`config.mk`:
```
export PLATFORM = sky130hd
export DESIGN_NAME = csr_access_unit_flat
export DESIGN_NICKNAME = d
export VERILOG_FILES = /design/src/rtl/csr_access_unit_if.sv /design/src/rtl/csr_access_unit.sv /design/src/flat_wrapper.sv
export SDC_FILE = /design/constraint.sdc
export NUM_CORES = 1
export LEC_CHECK = 0
export ABC_AREA = 1
export ABC_CLOCK_PERIOD_IN_PS = 4000
export CAP_MARGIN = 20
export CORE_ASPECT_RATIO = 0.5
export CORE_MARGIN = 1
export CORE_UTILIZATION = 44
export DETAILED_ROUTE_END_ITERATION = 12
export PLACE_DENSITY = 0.87
export SKIP_LAST_GASP = 1
export SLEW_MARGIN = 20
export SYNTH_ARGS = -nofsm -noshare
export SYNTH_HDL_FRONTEND = slang
export SYNTH_SLANG_ARGS = --single-unit
```
`constraint.sdc`:
```
create_clock -name clk_i -period 4 [get_ports clk_i]
set_input_delay 0.8 -clock clk_i [delete_from_list [all_inputs] [get_ports clk_i]]
set_output_delay 0.8 -clock clk_i [all_outputs]
set_load 0.01 [all_outputs]
```
`src/rtl/csr_access_unit_if.sv`:
```
// Bus bundle between issue, the CSR access unit, the CSR register file and the write-back arbiter.
// master = the access unit side, slave = everything it talks to.
interface csr_access_unit_if #(
  parameter int unsigned XLEN = 32
);
  logic            ids_valid;
  logic            ids_ready;
  logic [2:0]      ids_funct3;
  logic [11:0]     ids_csr_addr;
  logic [XLEN-1:0] ids_rs1_data;
  logic [4:0]      ids_rs1_idx;
  logic [4:0]      ids_rd_idx;

  logic            csr_exs_en;
  logic            csr_rd;
  logic [11:0]     csr_rd_addr;
  logic [XLEN-1:0] csr_rd_data;
  logic            csr_illegal_rd;
  logic            csr_illegal_wr;
  logic            csr_wr;
  logic [1:0]      csr_wr_mode;
  logic [11:0]     csr_wr_addr;
  logic [XLEN-1:0] csr_wr_data;

  logic            excp_ilgl;

  logic            wb_valid;
  logic            wb_ready;
  logic [4:0]      wb_rd_idx;
  logic [XLEN-1:0] wb_data;

  modport master (
    input  ids_valid, ids_funct3, ids_csr_addr, ids_rs1_data, ids_rs1_idx, ids_rd_idx,
    output ids_ready,
    output csr_exs_en, csr_rd, csr_rd_addr, csr_wr, csr_wr_mode, csr_wr_addr, csr_wr_data,
    input  csr_rd_data, csr_illegal_rd, csr_illegal_wr,
    output excp_ilgl,
    output wb_valid, wb_rd_idx, wb_data,
    input  wb_ready
  );

  modport slave (
    output ids_valid, ids_funct3, ids_csr_addr, ids_rs1_data, ids_rs1_idx, ids_rd_idx,
    input  ids_ready,
    input  csr_exs_en, csr_rd, csr_rd_addr, csr_wr, csr_wr_mode, csr_wr_addr, csr_wr_data,
    output csr_rd_data, csr_illegal_rd, csr_illegal_wr,
    input  excp_ilgl,
    input  wb_valid, wb_rd_idx, wb_data,
    output wb_ready
  );
endinterface

```
`src/rtl/csr_access_unit.sv`:
```
// Execute-stage CSRRW/CSRRS/CSRRC(/I) initiator: one op in flight, IDLE->EXEC->CAPT->RESP.
// Optional CSR_ACCESS_PRIV_CHECK_EN adds address-encoded privilege and read-only checks.
module csr_access_unit #(
  parameter int unsigned XLEN     = 32,
  parameter bit          RD_X0_WB = 1'b0
) (
  input  logic                clk_i,
  input  logic                resetb_i,
  input  logic                clk_en_i,
  input  logic                flush_i,
  input  logic [1:0]          hpl_i,
  csr_access_unit_if.master   bus
);

  typedef enum logic [1:0] {
    ST_IDLE = 2'd0,
    ST_EXEC = 2'd1,
    ST_CAPT = 2'd2,
    ST_RESP = 2'd3
  } state_e;

  state_e          state_q, state_d;

  logic [2:0]      funct3_q;
  logic [11:0]     addr_q;
  logic [XLEN-1:0] rs1_data_q;
  logic [4:0]      rs1_idx_q;
  logic [4:0]      rd_idx_q;
  logic [XLEN-1:0] wb_data_q;

  logic            accept_c;
  logic            mode_rw_c;
  logic            do_rd_c;
  logic            do_wr_c;
  logic            wb_needed_c;
  logic            priv_ilgl_c;
  logic            illegal_c;

  logic            ids_ready_c;
  logic            exs_en_c;
  logic            rd_c;
  logic            wr_c;
  logic            excp_c;
  logic            wb_valid_c;

  assign accept_c    = bus.ids_valid & ~flush_i;

  // Decode works off the latched request so it stays stable for the whole EXEC cycle.
  assign mode_rw_c   = (funct3_q[1:0] == 2'b01);
  assign do_rd_c     = ~(mode_rw_c & (rd_idx_q == 5'd0));
  assign do_wr_c     = mode_rw_c | (rs1_idx_q != 5'd0);
  assign wb_needed_c = RD_X0_WB | (rd_idx_q != 5'd0);

`ifdef CSR_ACCESS_PRIV_CHECK_EN
  assign priv_ilgl_c = (hpl_i < addr_q[9:8]) | (do_wr_c & (addr_q[11:10] == 2'b11));
`else
  logic unused_hpl;
  assign unused_hpl  = ^hpl_i;
  assign priv_ilgl_c = 1'b0;
`endif

  assign illegal_c = (funct3_q[1:0] == 2'b00)
                   | (do_rd_c & bus.csr_illegal_rd)
                   | (do_wr_c & bus.csr_illegal_wr)
                   | priv_ilgl_c;

  // State register; a low clock enable freezes the FSM.
  always_ff @(posedge clk_i or negedge resetb_i) begin
    if (!resetb_i) begin
      state_q <= ST_IDLE;
    end else if (clk_en_i) begin
      state_q <= state_d;
    end
  end

  // Next state and control strobes.
  always_comb begin
    state_d     = state_q;
    ids_ready_c = 1'b0;
    exs_en_c    = 1'b0;
    rd_c        = 1'b0;
    wr_c        = 1'b0;
    excp_c      = 1'b0;
    wb_valid_c  = 1'b0;
    case (state_q)
      ST_IDLE: begin
        ids_ready_c = 1'b1;
        if (accept_c) state_d = ST_EXEC;
      end
      ST_EXEC: begin
        state_d = ST_IDLE;
        if (!flush_i) begin
          exs_en_c = 1'b1;
          rd_c     = do_rd_c & ~illegal_c;
          wr_c     = do_wr_c & ~illegal_c;
          excp_c   = illegal_c;
          if (!illegal_c && wb_needed_c) state_d = ST_CAPT;
        end
      end
      ST_CAPT: begin
        state_d = ST_RESP;
      end
      ST_RESP: begin
        wb_valid_c = 1'b1;
        if (bus.wb_ready) state_d = ST_IDLE;
      end
      default: begin
        state_d = ST_IDLE;
      end
    endcase
  end

  // Request capture on accept and old-value capture in CAPT.
  always_ff @(posedge clk_i or negedge resetb_i) begin
    if (!resetb_i) begin
      funct3_q   <= 3'd0;
      addr_q     <= 12'd0;
      rs1_data_q <= '0;
      rs1_idx_q  <= 5'd0;
      rd_idx_q   <= 5'd0;
      wb_data_q  <= '0;
    end else if (clk_en_i) begin
      if (state_q == ST_IDLE && accept_c) begin
        funct3_q   <= bus.ids_funct3;
        addr_q     <= bus.ids_csr_addr;
        rs1_data_q <= bus.ids_rs1_data;
        rs1_idx_q  <= bus.ids_rs1_idx;
        rd_idx_q   <= bus.ids_rd_idx;
      end
      if (state_q == ST_CAPT) begin
        wb_data_q <= do_rd_c ? bus.csr_rd_data : '0;
      end
    end
  end

  // Handshake and strobe outputs drop while the clock enable is low; buses stay driven.
  assign bus.ids_ready   = ids_ready_c & clk_en_i;
  assign bus.csr_exs_en  = exs_en_c & clk_en_i;
  assign bus.csr_rd      = rd_c & clk_en_i;
  assign bus.csr_wr      = wr_c & clk_en_i;
  assign bus.excp_ilgl   = excp_c & clk_en_i;
  assign bus.wb_valid    = wb_valid_c & clk_en_i;
  assign bus.csr_wr_mode = clk_en_i ? funct3_q[1:0] : 2'b00;

  assign bus.csr_rd_addr = addr_q;
  assign bus.csr_wr_addr = addr_q;
  assign bus.csr_wr_data = funct3_q[2] ? XLEN'(rs1_idx_q) : rs1_data_q;
  assign bus.wb_rd_idx   = rd_idx_q;
  assign bus.wb_data     = wb_data_q;

endmodule

```
`src/flat_wrapper.sv`:
```
// flat-port wrapper written by rule: the top's interface ports become plain ports
module csr_access_unit_flat 
#(
  parameter int unsigned XLEN     = 32,
  parameter bit          RD_X0_WB = 1'b0
)
  (clk_i, resetb_i, clk_en_i, flush_i, hpl_i, bus_ids_valid, bus_ids_funct3, bus_ids_csr_addr, bus_ids_rs1_data, bus_ids_rs1_idx, bus_ids_rd_idx, bus_ids_ready, bus_csr_exs_en, bus_csr_rd, bus_csr_rd_addr, bus_csr_wr, bus_csr_wr_mode, bus_csr_wr_addr, bus_csr_wr_data, bus_csr_rd_data, bus_csr_illegal_rd, bus_csr_illegal_wr, bus_excp_ilgl, bus_wb_valid, bus_wb_rd_idx, bus_wb_data, bus_wb_ready);
  csr_access_unit_if #(.XLEN(XLEN)) bus_i ();
  input  logic clk_i;
  input  logic resetb_i;
  input  logic clk_en_i;
  input  logic flush_i;
  input  logic [1:0] hpl_i;
  input wire logic [$bits(bus_i.ids_valid)-1:0] bus_ids_valid;
  input wire logic [$bits(bus_i.ids_funct3)-1:0] bus_ids_funct3;
  input wire logic [$bits(bus_i.ids_csr_addr)-1:0] bus_ids_csr_addr;
  input wire logic [$bits(bus_i.ids_rs1_data)-1:0] bus_ids_rs1_data;
  input wire logic [$bits(bus_i.ids_rs1_idx)-1:0] bus_ids_rs1_idx;
  input wire logic [$bits(bus_i.ids_rd_idx)-1:0] bus_ids_rd_idx;
  output wire logic [$bits(bus_i.ids_ready)-1:0] bus_ids_ready;
  output wire logic [$bits(bus_i.csr_exs_en)-1:0] bus_csr_exs_en;
  output wire logic [$bits(bus_i.csr_rd)-1:0] bus_csr_rd;
  output wire logic [$bits(bus_i.csr_rd_addr)-1:0] bus_csr_rd_addr;
  output wire logic [$bits(bus_i.csr_wr)-1:0] bus_csr_wr;
  output wire logic [$bits(bus_i.csr_wr_mode)-1:0] bus_csr_wr_mode;
  output wire logic [$bits(bus_i.csr_wr_addr)-1:0] bus_csr_wr_addr;
  output wire logic [$bits(bus_i.csr_wr_data)-1:0] bus_csr_wr_data;
  input wire logic [$bits(bus_i.csr_rd_data)-1:0] bus_csr_rd_data;
  input wire logic [$bits(bus_i.csr_illegal_rd)-1:0] bus_csr_illegal_rd;
  input wire logic [$bits(bus_i.csr_illegal_wr)-1:0] bus_csr_illegal_wr;
  output wire logic [$bits(bus_i.excp_ilgl)-1:0] bus_excp_ilgl;
  output wire logic [$bits(bus_i.wb_valid)-1:0] bus_wb_valid;
  output wire logic [$bits(bus_i.wb_rd_idx)-1:0] bus_wb_rd_idx;
  output wire logic [$bits(bus_i.wb_data)-1:0] bus_wb_data;
  input wire logic [$bits(bus_i.wb_ready)-1:0] bus_wb_ready;
  assign bus_i.ids_valid = bus_ids_valid;
  assign bus_i.ids_funct3 = bus_ids_funct3;
  assign bus_i.ids_csr_addr = bus_ids_csr_addr;
  assign bus_i.ids_rs1_data = bus_ids_rs1_data;
  assign bus_i.ids_rs1_idx = bus_ids_rs1_idx;
  assign bus_i.ids_rd_idx = bus_ids_rd_idx;
  assign bus_ids_ready = bus_i.ids_ready;
  assign bus_csr_exs_en = bus_i.csr_exs_en;
  assign bus_csr_rd = bus_i.csr_rd;
  assign bus_csr_rd_addr = bus_i.csr_rd_addr;
  assign bus_csr_wr = bus_i.csr_wr;
  assign bus_csr_wr_mode = bus_i.csr_wr_mode;
  assign bus_csr_wr_addr = bus_i.csr_wr_addr;
  assign bus_csr_wr_data = bus_i.csr_wr_data;
  assign bus_i.csr_rd_data = bus_csr_rd_data;
  assign bus_i.csr_illegal_rd = bus_csr_illegal_rd;
  assign bus_i.csr_illegal_wr = bus_csr_illegal_wr;
  assign bus_excp_ilgl = bus_i.excp_ilgl;
  assign bus_wb_valid = bus_i.wb_valid;
  assign bus_wb_rd_idx = bus_i.wb_rd_idx;
  assign bus_wb_data = bus_i.wb_data;
  assign bus_i.wb_ready = bus_wb_ready;
  csr_access_unit #(.XLEN(XLEN), .RD_X0_WB(RD_X0_WB)) u_core (.clk_i(clk_i), .resetb_i(resetb_i), .clk_en_i(clk_en_i), .flush_i(flush_i), .hpl_i(hpl_i), .bus(bus_i));
endmodule
```
==> results of run 1 <==
[where the power goes]
part           switching [W]  internal [W]
sequential          0.000242       0.00137
combinational        0.00110       0.00127
clock               0.000342      0.000600
[final cells by class]
cell class	instances	area, sq um
flip-flops and latches	91	2280
clock buffers	13	270
multi-input cells	272	1230
inverters	77	289
repair buffers	204	2030
clock inverters	3	68.8
well taps	117	146
fillers	659	2480
[synth_stat cells]
master    count  area [sq um]
buf_4        12          90.1
a31oi_1       1          6.26
clkbuf_1     14          52.6
inv_1        76           285
buf_6         4          45.0
dfrtp_1      91          2280
o21ai_0      32           160
nand3_1      55           275
nand4_1       3          18.8
nor2_1       75           282
o311a_1       1          10.0
a21oi_1      36           180
o21ai_1       5          25.0
buf_2         9          45.0
nor3_4        2          32.5
nand2_1      60           225
o211ai_1      1          7.51
nor3_1        1          5.00
inv_2         1          3.75
[per-stage QoR]
step / hold slack (ps) / cells
after floorplan: 443 / 479
after global placement: 458 / 761
after detailed placement: 486 / 761
after CTS: 502 / 777
after global routing: 515 / 777
final: 496 / 777
[path summary, 6_finish.rpt]
check,start,to,slack [ps]
setup / recovery,clk_en_i,bus_csr_rd,770
hold / removal,u_core.rs1_idx_q[4]$_DFFE_PN0P_,u_core.rs1_idx_q[4]$_DFFE_PN0P_,500
hold reg to reg,u_core.rs1_idx_q[4]$_DFFE_PN0P_,u_core.rs1_idx_q[4]$_DFFE_PN0P_,500
setup reg to reg,u_core.state_q[0]$_DFFE_PN0P_,u_core.rs1_data_q[31]$_DFFE_PN0P_,2000
min in group asynchronous,resetb_i,u_core.bus.wb_data[14]$_DFFE_PN0P_,590
max in group asynchronous,resetb_i,u_core.bus.csr_rd_addr[8]$_DFFE_PN0P_,2550
[cells by family (layout without fill, tap and decap cells)]
| family | count (synthesis) | count (layout) | share of synthesized area |
|---|---|---|---|
| and+or+nand+nor | 196 | 196 | 0.208 |
| buffers and inverters | 116 | 297 | 0.130 |
| DFF | 91 | 91 | 0.566 |
| AOI/OAI and AO/OA | 76 | 76 | 0.0966 |
[per-layer routing]
layer / track usage / vias up
met3: 0.0585 / 32
li1: - / 1832
met4: 0.0977 / 0
met1: 0.264 / 1762
met5: 0 / -
met2: 0.407 / 105
[critical path: stages]
cell and delay [ps]:
clkdlybuf4s50_1 570, nand3_1 160, inv_1 110, nand4_1 120
nor2_1 130, clkdlybuf4s50_1 540
[registers in the layout, summed over array words and instances (netlist names), named ones only]
| signal | count |
|---|---|
| u_core.bus.csr_rd_addr | 12 |
| u_core.bus.wb_data | 32 |
| u_core.bus.wb_rd_idx | 5 |
| u_core.funct3_q | 3 |
| u_core.rs1_data_q | 32 |
| u_core.rs1_idx_q | 5 |
| u_core.state_q | 1 |
==> metrics.md, run 1 <==
| Metric | Value |
|---|---|
| Vias in the first global route | ~3500 |
| PD cells | just under 800 nW/um^2 |
| Remaining Overflow, GRT | 0 |
| Crit path DAT | between 2000 and 2500 ps |
| Site row count | 24 |
| Critical-path maximum fanout | 5 |
| Final GP Congestion | roughly 0.8 |
| Max H-tree Level | 3 |
| Setup Total Neg Slack | 0 ps |
| IO Pins | 200 |
| # setup viols final | 0 |
| Initial antenna violation count | 0 |
| Finished Cell Area | 6320 sq um |
| Yosys reg bits | slightly above 90 |
| Routed vias/inst | about 4.8 |
| Post-layout min period | about 3200 ps |
| Starting Density | 0.458 |
| Detailed-router iteration count before antenna repair | 4 |
| Clock Latency Late Sink | approximately 340 ps |
| DRT iter0 DRCs | 208 |
| Leak | roughly 3.0 nW |
| Setup Buffers After CTS | 0 |
| Period utilization | 0.807 |
| Clk buf depth | 2 |
| Crit end category | output port |
| Worst Reg-to-Reg Cells | 6 |
| Critical path class | input pin to output port |
| Layout area overhead | 56.9% |
| Mapped Area | between 4000 and 5000 sq um |
| Worst Path Required | 3200 ps |
| Detailed-route via count | 3731 |
| Sequential area share after synthesis | 0.566 |
| Slew Limit Fails | 0 |
| Full die area | around 9600 sq um |
| Tightest Hold Check Type | flip-flop to flip-flop |
| # clock sinks | approximately 90 |
| CTS clk-pin slew, worst paths | about 60 ps |
| DR WL/cell | ~14 um |
| Top layer in use | met4 |
| Post-CTS sizing | 0 |
| Syn avg cell area | between 8 and 9 sq um |
| Commonest non-fill, non-tap cells in the layout | 196 x clkdlybuf4s50_1, 91 x dfrtp_1, 76 x inv_1 |
| Fin worst setup slack | roughly 770 ps |
| Root Buffer | clkbuf_16 |
| Metal3 WL | 563 um |
| Remaining antenna violation count after routing | 0 |
| Slew HR | 0.358 |
| CTS buffer count | 9 |
| Worst Max-Slew Pin Slew | between 900 and 1000 ps |
| Place WS | roughly 800 ps |
| PortBufs | roughly 200 |
| MaxCap Viol Count | 0 |
| TritonCTS clock tree | built |
| Layout cells sized above 1 | 0.0424 |
| DR WL met2 | 5.39 mm |
| Outcome | complete, no violations |
| Final WL | 10.8 mm |
| Post-synth cell types | 19 |
| Worst Hold Path Cells | 2 |
| DRC Markers | 0 |
| Setup Skew | approximately 6.6 ps |
| Placed cell area | 5980 sq um |
| # hold bufs at CTS | 0 |
| Synthesized instance count | between 400 and 500 |
| Syn nets | 578 |
| Highest clock rate | a little over 300 MHz |
| Die X | 137 um |
| Final core occ | 0.718 |
| Final Hold Viols | 0 |
| NumNets Final | 754 |
| Tot Pwr | 0.00492 W |
| Global Route Usage Sum | 0.230 |
| Most common cell after layout, fill and taps aside | clkdlybuf4s50_1 |
| Startpoint types | input pin |
| RSZ-0062 raised after global routing | false |
| Largest net degree at the start of global routing | 76 |
| Ant. Diodes | 0 |
| Post-DP HPWL | ~7.5 mm |
| Die Y | 69.6 um |
| Core Region | between 8000 and 9000 sq um |
| Synthesis Warnings | 0 |
| Metal-1 WL | between 4 and 5 mm |
| Global-route wire length before repair | ~17 mm |
| IR drop worst, VDD | approximately 380 uV |
Power figures use the tool's default switching activity.
==> inputs of run 2 (changes only) <==
--- a/config.mk
+++ b/config.mk
@@ -6,13 +6,13 @@
 export NUM_CORES = 1
 export LEC_CHECK = 0
 export ABC_AREA = 1
-export ABC_CLOCK_PERIOD_IN_PS = 4000
+export ABC_CLOCK_PERIOD_IN_PS = 3040
 export CAP_MARGIN = 20
 export CORE_ASPECT_RATIO = 0.5
 export CORE_MARGIN = 1
-export CORE_UTILIZATION = 44
+export CORE_UTILIZATION = 40
 export DETAILED_ROUTE_END_ITERATION = 12
-export PLACE_DENSITY = 0.87
+export PLACE_DENSITY = 0.8
 export SKIP_LAST_GASP = 1
 export SLEW_MARGIN = 20
 export SYNTH_ARGS = -nofsm -noshare
==> constraint.sdc (replaced) <==
create_clock -name clk_i -period 3.04 [get_ports clk_i]
set_input_delay 0.608 -clock clk_i [delete_from_list [all_inputs] [get_ports clk_i]]
set_output_delay 0.608 -clock clk_i [all_outputs]
set_load 0.01 [all_outputs]
==> run 2 against run 1 <==
Clock skew hardly changed. Non-clock buffer count is 1 higher. Worst hold slack worse by 200 ps. Count of clock-buffer cells in the layout is 4 lower. Critical endpoint unchanged.
==> metrics.md, run 2 (synthesis gave the netlist of run 1 again) <==
| Metric | Value |
|---|---|
| NumNets Final | about 760 |
| Final Non-Filler Cells | 796 |
| # clock sinks | about 90 |
| Global-route wire length before repair | 16.5 mm |
| IR drop worst, VDD | between 400 and 500 uV |
| Leak | roughly 3 nW |
| Root Buffer | clkbuf_16 |
| Comb power frac | 0.484 |
| Highest clock rate | around 350 MHz |
| Startpoint types | input pin |
| Int Pwr | roughly 0.0041 W |
| # setup viols final | 0 |
| R2R Path End | u_core.rs1_data_q[19]$_DFFE_PN0P_ |
| Clock Latency Late Sink | between 300 and 400 ps |
| Remaining Overflow, GRT | 0 |
| Remaining antenna violation count after routing | 0 |
| Reg-to-reg slack, setup | around 1200 ps |
| Slew HR | 0.474 |
| Final WL | around 11 mm |
| RSZ-0062 raised after global routing | false |
| Tightest Hold Check Type | input pin to async pin |
| Sw Share | 0.353 |
| Vias in the first global route | approximately 3500 |
| DRC Markers | 0 |
| Flop pwr share | 0.340 |
| DRT iter0 DRCs | 230 |
| Die Y | 72.9 um |
| Worst Path Required | roughly 2400 ps |
| IO Pins | 200 |
| TritonCTS clock tree | built |
| Layout area overhead | 56.5% |
| Detailed-router iteration count before antenna repair | 5 |
| Critical path endpoint | bus_csr_rd |
| Most common cell after layout, fill and taps aside | clkdlybuf4s50_1 |
| Period utilization | 0.934 |
| PortBufs | a little under 200 |
| Die X | approximately 140 um |
| Worst Max-Slew Pin Slew | 790 ps |
| Ant. Diodes | 0 |
| Global Route Usage Sum | 0.206 |
| R2R Path Start | u_core.state_q[0]$_DFFE_PN0P_ |
| Net Switching | approximately 0.0022 W |
| Worst Reg-to-Reg Cells | 6 |
| Site row count | 25 |
| Setup Buffers After CTS | 0 |
| CTS buffer count | 9 |
| Slew Limit Fails | 0 |
| Post-layout min period | around 2800 ps |
| Crit end category | output port |
| Crit path DAT | 2230 ps |
| Post-DP HPWL | just under 8 mm |
| Routed vias/inst | 4.66 |
| CTS clk-pin slew, worst paths | 70 ps |
| Detailed-route via count | roughly 3700 |
| Full die area | 10500 sq um |
| Commonest non-fill, non-tap cells in the layout | 196 x clkdlybuf4s50_1, 91 x dfrtp_1, 76 x inv_1 |
| Setup Total Neg Slack | 0 ps |
| DR WL/cell | 13.8 um |
| Layout cells sized above 1 | 0.0454 |
| Critical-path maximum fanout | 5 |
| Outcome | complete, no violations |
| Dpl cells | 780 |
| Post-CTS sizing | 0 |
| Starting Density | 0.419 |
| Critical Path Start | clk_en_i |
| Setup Skew | a little under 7 ps |
| Max H-tree Level | 3 |
| # hold bufs at CTS | 0 |
| Largest net degree at the start of global routing | 86 |
| Clk pwr share | 0.176 |
| Final GP Congestion | ~0.83 |
| Initial antenna violation count | 0 |
| MaxCap Viol Count | 0 |
| Clk buf depth | 2 |
| Core Region | roughly 9600 sq um |
| Final Hold Viols | 0 |
| Critical path class | input pin to output port |
| PD cells | between 1000 and 1500 nW/um^2 |
==> run 2: area by class of cell <==
class                           instances  area (sq um)
Tap cell                              135           169
Inverter                               77           289
Clock buffer                            9           225
Fill cell                             797          3300
Timing Repair Buffer                  205          2030
Multi-Input combinational cell        272          1230
Clock inverter                          7          76.3
Sequential cell                        91          2280
==> run 2: how the worst min path moves through the flow <==
stage,start,depth (start not counted),slack (ps),endpoint
final,resetb_i,1,290,u_core.bus.wb_data[17]$_DFFE_PN0P_
after global routing,resetb_i,1,380,u_core.bus.wb_data[16]$_DFFE_PN0P_
after CTS,u_core.rs1_data_q[0]$_DFFE_PN0P_,2,480,u_core.rs1_data_q[0]$_DFFE_PN0P_
after detailed placement,u_core.rs1_data_q[0]$_DFFE_PN0P_,2,460,u_core.rs1_data_q[0]$_DFFE_PN0P_
after global placement,u_core.rs1_data_q[0]$_DFFE_PN0P_,2,460,u_core.rs1_data_q[0]$_DFFE_PN0P_
after floorplan,resetb_i,0,310,async pin
==> run 2: stage by stage <==
| stage | instance area (sq um) | hold slack (ps) | util | setup WS, ps | total power (W) |
|---|---|---|---|---|---|
| 4_1_cts | 6300 | 479 | 0.656 | 212 | 0.00642 |
| 6_report | 6300 | 294 | 0.656 | 201 | 0.00636 |
| 2_1_floorplan | 4030 | 312 | - | 1260 | 0.00352 |
| 5_1_grt | 6300 | 376 | 0.656 | 91.9 | 0.00675 |
| 3_3_place_gp | 6000 | 456 | 0.624 | 252 | 0.00516 |
| 3_5_place_dp | 6000 | 462 | 0.624 | 218 | 0.00527 |
==> run 2: routing by layer <==
layer | track usage | wire length [um] | part of all wire | vias up
li1 | - | - | - | 1833
met1 | 0.243 | 4640 | 0.42 | 1761
met2 | 0.362 | 5530 | 0.50 | 103
met3 | 0.0597 | 627 | 0.057 | 16
met4 | 0.0721 | 206 | 0.019 | 0
met5 | 0 | 0 | 0 | -
==> run 2: power groups by stage <==
stage               Sequential (W)  Combinational [W]  Clock [W]
floorplan                  0.00225            0.00127          0
global placement           0.00214            0.00302          0
detailed placement         0.00217            0.00310          0
CTS                        0.00216            0.00312    0.00114
global route               0.00223            0.00334    0.00119
finish                     0.00216            0.00308    0.00112
==> run 2: critical path, cell delays in order <==
cell             delay, ps
clkdlybuf4s50_1        570
nand3_1                150
inv_1                  100
nand4_1                110
nor2_1                 130
clkdlybuf4s50_1        560
==> inputs of run 3 (changes only) <==
--- a/config.mk
+++ b/config.mk
@@ -11,6 +11,7 @@
 export CORE_ASPECT_RATIO = 0.5
 export CORE_MARGIN = 1
 export CORE_UTILIZATION = 40
+export CTS_CLUSTER_SIZE = 30
 export DETAILED_ROUTE_END_ITERATION = 12
 export PLACE_DENSITY = 0.8
 export SKIP_LAST_GASP = 1
==> results of run 3 <==
Final layout, timing and power as in run 2 (identical DEF).
